===== src/rtl/muldiv_iter.sv =====
// Iterative multiply/divide unit: restoring divide and shift-add multiply, one bit per clock.
// Define MULDIV_MUL_EN to build the multiply datapath; otherwise multiply requests complete at once with zero.
module muldiv_iter #(
    parameter int WIDTH = 32
) (
    input  logic             clk,
    input  logic             reset,
    input  logic             start,
    input  logic             cancel,
    input  logic [1:0]       op,
    input  logic [WIDTH-1:0] a,
    input  logic [WIDTH-1:0] b,
    output logic             busy,
    output logic             ready,
    output logic [WIDTH-1:0] hi,
    output logic [WIDTH-1:0] lo,
    output logic             dz
);
    localparam int CW = $clog2(WIDTH + 1);

    typedef enum logic [1:0] {S_IDLE, S_RUN, S_DONE} state_t;

    state_t           state_q, state_d;
    logic [CW-1:0]    cnt_q, cnt_d;
    logic             neg_q, neg_d;
    logic             rneg_q, rneg_d;
    logic             dzp_q, dzp_d;
    logic [WIDTH-1:0] bmag_q, bmag_d;
    logic [WIDTH-1:0] rem_q, rem_d;
    logic [WIDTH-1:0] quo_q, quo_d;
    logic [WIDTH-1:0] hi_q, hi_d;
    logic [WIDTH-1:0] lo_q, lo_d;
    logic             dz_q, dz_d;
`ifdef MULDIV_MUL_EN
    logic             mul_q, mul_d;
    logic [WIDTH:0]   msum;
    logic [2*WIDTH-1:0] prod, prod_fix;
`endif

    logic             a_neg, b_neg;
    logic [WIDTH-1:0] a_abs, b_abs;
    logic [WIDTH:0]   rem_sh, diff;
    logic [WIDTH-1:0] step_rem, step_quo;

    // op[0]=0 selects the signed variant for both divide and multiply
    assign a_neg = ~op[0] & a[WIDTH-1];
    assign b_neg = ~op[0] & b[WIDTH-1];
    assign a_abs = a_neg ? -a : a;
    assign b_abs = b_neg ? -b : b;

    // Restoring divide: quo_q shifts the dividend out into the partial remainder
    assign rem_sh = {rem_q, quo_q[WIDTH-1]};
    assign diff   = rem_sh - {1'b0, bmag_q};

`ifdef MULDIV_MUL_EN
    // Shift-add multiply: quo_q holds the multiplier and collects the low product half
    assign msum     = {1'b0, rem_q} + (quo_q[0] ? {1'b0, bmag_q} : '0);
    assign step_rem = mul_q ? msum[WIDTH:1] : (diff[WIDTH] ? rem_sh[WIDTH-1:0] : diff[WIDTH-1:0]);
    assign step_quo = mul_q ? {msum[0], quo_q[WIDTH-1:1]} : {quo_q[WIDTH-2:0], ~diff[WIDTH]};
    assign prod     = {step_rem, step_quo};
    assign prod_fix = neg_q ? -prod : prod;
`else
    assign step_rem = diff[WIDTH] ? rem_sh[WIDTH-1:0] : diff[WIDTH-1:0];
    assign step_quo = {quo_q[WIDTH-2:0], ~diff[WIDTH]};
`endif

    always_comb begin
        state_d = state_q;
        cnt_d   = cnt_q;
        neg_d   = neg_q;
        rneg_d  = rneg_q;
        dzp_d   = dzp_q;
        bmag_d  = bmag_q;
        rem_d   = rem_q;
        quo_d   = quo_q;
        hi_d    = hi_q;
        lo_d    = lo_q;
        dz_d    = dz_q;
`ifdef MULDIV_MUL_EN
        mul_d   = mul_q;
`endif
        if (cancel) begin
            state_d = S_IDLE;
        end else begin
            case (state_q)
                S_IDLE, S_DONE: begin
                    state_d = S_IDLE;
                    if (start) begin
`ifndef MULDIV_MUL_EN
                        if (op[1]) begin
                            state_d = S_DONE;
                            hi_d    = '0;
                            lo_d    = '0;
                            dz_d    = 1'b0;
                        end else
`endif
                        begin
                            state_d = S_RUN;
                            cnt_d   = CW'(WIDTH);
                            neg_d   = a_neg ^ b_neg;
                            rneg_d  = a_neg;
                            dzp_d   = ~op[1] & (b == '0);
                            bmag_d  = b_abs;
                            rem_d   = '0;
                            quo_d   = a_abs;
`ifdef MULDIV_MUL_EN
                            mul_d   = op[1];
`endif
                        end
                    end
                end
                S_RUN: begin
                    cnt_d = cnt_q - CW'(1);
                    rem_d = step_rem;
                    quo_d = step_quo;
                    if (cnt_q == CW'(1)) begin
                        state_d = S_DONE;
                        dz_d    = dzp_q;
                        hi_d    = rneg_q ? -step_rem : step_rem;
                        lo_d    = dzp_q ? '1 : (neg_q ? -step_quo : step_quo);
`ifdef MULDIV_MUL_EN
                        if (mul_q) begin
                            hi_d = prod_fix[2*WIDTH-1:WIDTH];
                            lo_d = prod_fix[WIDTH-1:0];
                        end
`endif
                    end
                end
                default: state_d = S_IDLE;
            endcase
        end
    end

    always_ff @(posedge clk or posedge reset) begin
        if (reset) begin
            state_q <= S_IDLE;
            cnt_q   <= '0;
            neg_q   <= 1'b0;
            rneg_q  <= 1'b0;
            dzp_q   <= 1'b0;
            bmag_q  <= '0;
            rem_q   <= '0;
            quo_q   <= '0;
            hi_q    <= '0;
            lo_q    <= '0;
            dz_q    <= 1'b0;
`ifdef MULDIV_MUL_EN
            mul_q   <= 1'b0;
`endif
        end else begin
            state_q <= state_d;
            cnt_q   <= cnt_d;
            neg_q   <= neg_d;
            rneg_q  <= rneg_d;
            dzp_q   <= dzp_d;
            bmag_q  <= bmag_d;
            rem_q   <= rem_d;
            quo_q   <= quo_d;
            hi_q    <= hi_d;
            lo_q    <= lo_d;
            dz_q    <= dz_d;
`ifdef MULDIV_MUL_EN
            mul_q   <= mul_d;
`endif
        end
    end

    assign busy  = (state_q == S_RUN);
    assign ready = (state_q == S_DONE);
    assign hi    = hi_q;
    assign lo    = lo_q;
    assign dz    = dz_q;
endmodule


===== config.mk =====
export PLATFORM = sky130hd
export DESIGN_NAME = muldiv_iter
export DESIGN_NICKNAME = d
export VERILOG_FILES = /design/src/rtl/muldiv_iter.sv
export SDC_FILE = /design/constraint.sdc
export NUM_CORES = 1
export LEC_CHECK = 0
export CORE_MARGIN = 4
export CORE_UTILIZATION = 45
export DETAILED_ROUTE_END_ITERATION = 12
export GPL_TIMING_DRIVEN = 0
export PLACE_DENSITY = 0.72
export SLEW_MARGIN = 30
export SYNTH_ARGS = -nofsm -noshare
export SYNTH_HDL_FRONTEND = slang
export SYNTH_SLANG_ARGS = --single-unit

===== constraint.sdc =====
create_clock -name clk -period 10.24 [get_ports clk]
set_clock_uncertainty 0.1 [all_clocks]
set_input_delay 2.048 -clock clk [delete_from_list [all_inputs] [get_ports clk]]
set_output_delay 2.048 -clock clk [all_outputs]
set_load 0.01 [all_outputs]

==> flow_summary.toml <==
[floorplan]
die_x_um = 171
rows = 59
die_area_mm2 = 0.0292
initial_standard_cell_utilization_of_the_core = 0.458
core_mm2 = 0.0261
chipHeight_um = 171
ioPinCount = 137

[cts]
cts.repair_timing.setup_buffer_count = 0
cts.sink_count = 172
clock_tree.htree_level_count = 4
worst_skew_pair.late_latency_ns = 0.45
cts_tree = "done"
clk_root_buffer_cell = "clkbuf_16"
clock_pin_transition_on_the_worst_setup_and_hold_timing_paths_ns = 0.08
tritoncts.num_buffers = 17
clock_tree.buffer_depth = 2
cts_resized = 0
hold_buffers = 0

[drt]
drt-wirelength-per-cell_um = 18.8
drt_iter0_drc = 1122
via_count = 11500
routed_wirelength_um = 37000
detail_route.drc_violations = 0
drt-pass1-iter-count = 5
drt-vias-per-instance = 5.83
drtAntennaViolNets = 0

[timing]
finalSetupTns_ns = 0
period_share = 0.680
drv_slew = 0
unrepaired_setup_endpoints_after_global_routing = "no"
hold_viol = 0
setup_viol = 0
worst_pin_slew_ns = 0.762
worst_slack_ns = 3.28
layout_min_cycle_time_ns = 6.96
fmax_ghz = 0.144
headroom_to_the_max_slew_limit = 0.488

[synthesis]
synth_warnings = 0
synth_top_family_by_area = "compound AO/OA/AOI/OAI gates"
post_synth_most_frequent_cells = "nand2_1, o21ai_0, dfrtp_1, xnor2_1, nor2_1"
postSynthCellCount = 1462
synth_most_common_cell = "nand2_1"
post_synth_mux_area_share = 0.0235
synth_adder_area_share = 0.0414
synth-edff-count = 0
synth.top_cells.by_area = "dfrtp_1, o21ai_0, nand2_1, xnor2_1, xor2_1"
synth_area_leader_cell = "dfrtp_1"
postSynth.asyncResetShare = 1.00
synth_compound_area_frac = 0.227
synth_top_cell_area_share = 0.360
synth-seq-area-share = 0.360
synth-xor-area-share = 0.109
postSynth.topFlopCell = "dfrtp_1"
mapped_nets = 1571
mappedNetlistArea_mm2 = 0.0120
yosys.cell_types.count = 79
ys_seq_elements = 172
area_fraction_in_and_or_nand_and_nor_cells_after_synthesis = 0.193
synth_area_per_cell_um2 = 8.18

[critical_path]
worstSetupPathType = "register to register"
timing.critical_path.required_ns = 10.46
crit_arrival_ns = 7.18
crit_path_end_kind = "register"
timing.critical_path.fanout_max = 10
crit_path_start_kind = "register"

[pwr]
powerDensity_mw_per_mm2 = 300
p_leak_nw = 5.92
comb_power_share = 0.596
vdd_drop_max_mv = 0.146
p_sw_w = 0.00213
pwr-share-seq = 0.247
cell_internal_pwr_w = 0.00218
proportion_of_power_drawn_by_the_clock_network = 0.157
power_switching_share = 0.495

[global_routing]
gr-usage-all-layers = 0.251
via_count_of_the_first_global_routing_pass = 10700
gr-total-overflow = 0
grt_pass1_wl_um = 58800
initial_antenna_violation_count = 0
pin_count_of_the_biggest_net_entering_global_routing = 88

[flow_run]
drv_cap = 0

[place]
detailedPlacementHpwl_um = 29100
dpl_worst_slack_ns = 3.49
gp_congestion = 0.933
numPortBuffers = 136

[layout]
layout-drive-gt1-share = 0.0472
syn2layout_area_growth_pct = 20.2
insertedDiodeCount = 0
fin_nets = 1727

[outcome]
run_status = "finished clean"

[worst_hold_path]
worstHoldPathType = "register to register"
==> cells by family (layout without fill, tap and decap cells) <==
logic type	after synthesis	after routing
AOI/OAI and AO/OA	441	441
DFF	172	172
adders and majority gates	39	39
xor gates and xnor gates	149	149
buffers and inverters	138	307
muxes	28	28
and+or+nand+nor	495	495
==> routing by layer <==
layer | vias to the layer above | track usage | part of all wire
li1 | 5491 | - | -
met1 | 5454 | 0.388 | 0.48
met2 | 476 | 0.362 | 0.42
met3 | 50 | 0.0421 | 0.080
met4 | 0 | 0.0672 | 0.018
met5 | - | 0 | 0
==> per-stage QoR <==
step | instances | area (µm²) | utilization | total power [W] | hold slack (ns)
after floorplan | 1462 | 12000 | - | 0.00279 | 0.350
after global placement | 1933 | 13700 | 0.526 | 0.00353 | 0.353
after detailed placement | 1934 | 13800 | 0.527 | 0.00357 | 0.356
after CTS | 1966 | 14400 | 0.550 | 0.00425 | 0.372
after global routing | 1966 | 14400 | 0.550 | 0.00460 | 0.388
final | 1966 | 14400 | 0.550 | 0.00431 | 0.369
==> power by group through the flow <==
stage / Clock, W / Sequential (W) / Combinational, W
floorplan: 0 / 0.00101 / 0.00178
global placement: 0 / 0.00106 / 0.00247
detailed placement: 0 / 0.00106 / 0.00250
CTS: 0.000677 / 0.00105 / 0.00252
global route: 0.000707 / 0.00108 / 0.00281
finish: 0.000677 / 0.00106 / 0.00257
==> registers in the layout (all words and copies together) (netlist names) <==
signal,count
bmag_q,32
cnt_q,6
dz,1
dzp_q,1
hi,32
lo,32
neg_q,1
quo_q,32
rem_q,32
rneg_q,1
state_q,2
==> final timing paths <==
path / slack [ns] / start / endpoint / depth (start not counted)
max reg2reg: 3.28 / quo_q[31]$_DFFE_PP0P_ / hi[30]$_DFFE_PP0P_ / 25
min: 0.37 / lo[16]$_DFFE_PP0P_ / lo[16]$_DFFE_PP0P_ / 2
min in group asynchronous: 1.98 / reset / lo[22]$_DFFE_PP0P_ / 2
max in group asynchronous: 7.20 / reset / bmag_q[28]$_DFFE_PP0P_ / 3
min reg2reg: 0.37 / lo[16]$_DFFE_PP0P_ / lo[16]$_DFFE_PP0P_ / 2
max: 3.28 / quo_q[31]$_DFFE_PP0P_ / hi[30]$_DFFE_PP0P_ / 25
==> cells in the final DEF (no fill, tap or decap), drive strengths merged, types with 3 or more instances in the layout <==
master	netlist	routed
nand2	242	242
o21ai	216	216
dfrtp	172	172
clkdlybuf4s50	0	136
xnor2	85	85
nor2	82	82
a21oi	79	79
clkbuf	58	75
xor2	64	64
inv	57	64
ha	38	38
o31ai	32	32
a22oi	31	31
nor3	27	27
mux2i	27	27
buf	23	24
nor4	21	21
nand2b	20	20
nand3	18	18
or3	18	18
nand4	13	13
o41ai	12	12
a31oi	12	12
or4	9	9
or2	8	8
nor2b	7	7
nor3b	7	7
a211oi	7	7
o211ai	7	7
clkinv	0	7
a21o	6	6
nand3b	6	6
and3	5	5
a21boi	4	4
a311oi	4	4
o21a	4	4
nor4b	3	3
==> critical path: stages (launching register included) <==
cell      delay [ns]
dfrtp_1         0.41
inv_1           0.08
ha_1            0.16
inv_1           0.05
fa_1            0.39
a21o_1          0.21
a221oi_4        0.38
or3_4           0.21
a21oi_2         0.07
o21ai_2         0.47
or2_4           0.23
buf_4           0.19
buf_6           0.18
buf_6           0.18
clkbuf_1        0.53
nand2_1         0.10
o21ai_0         0.27
ha_1            0.29
inv_1           0.08
or4_1           0.57
nor4_1          0.33
a41oi_1         0.34
a221o_1         0.44
o31ai_2         0.30
xnor2_1         0.18
o21ai_1         0.08
==> area by class of cell <==
cell class	count	area, µm²
flip-flops and latches	172	4300
clock inverters	15	175
clock buffers	17	425
repair buffers	137	1390
multi-input cells	1152	7100
well taps	335	419
inverters	57	221
fillers	2485	11800
plain buffers	81	343
(Power assumes the default switching activity.)
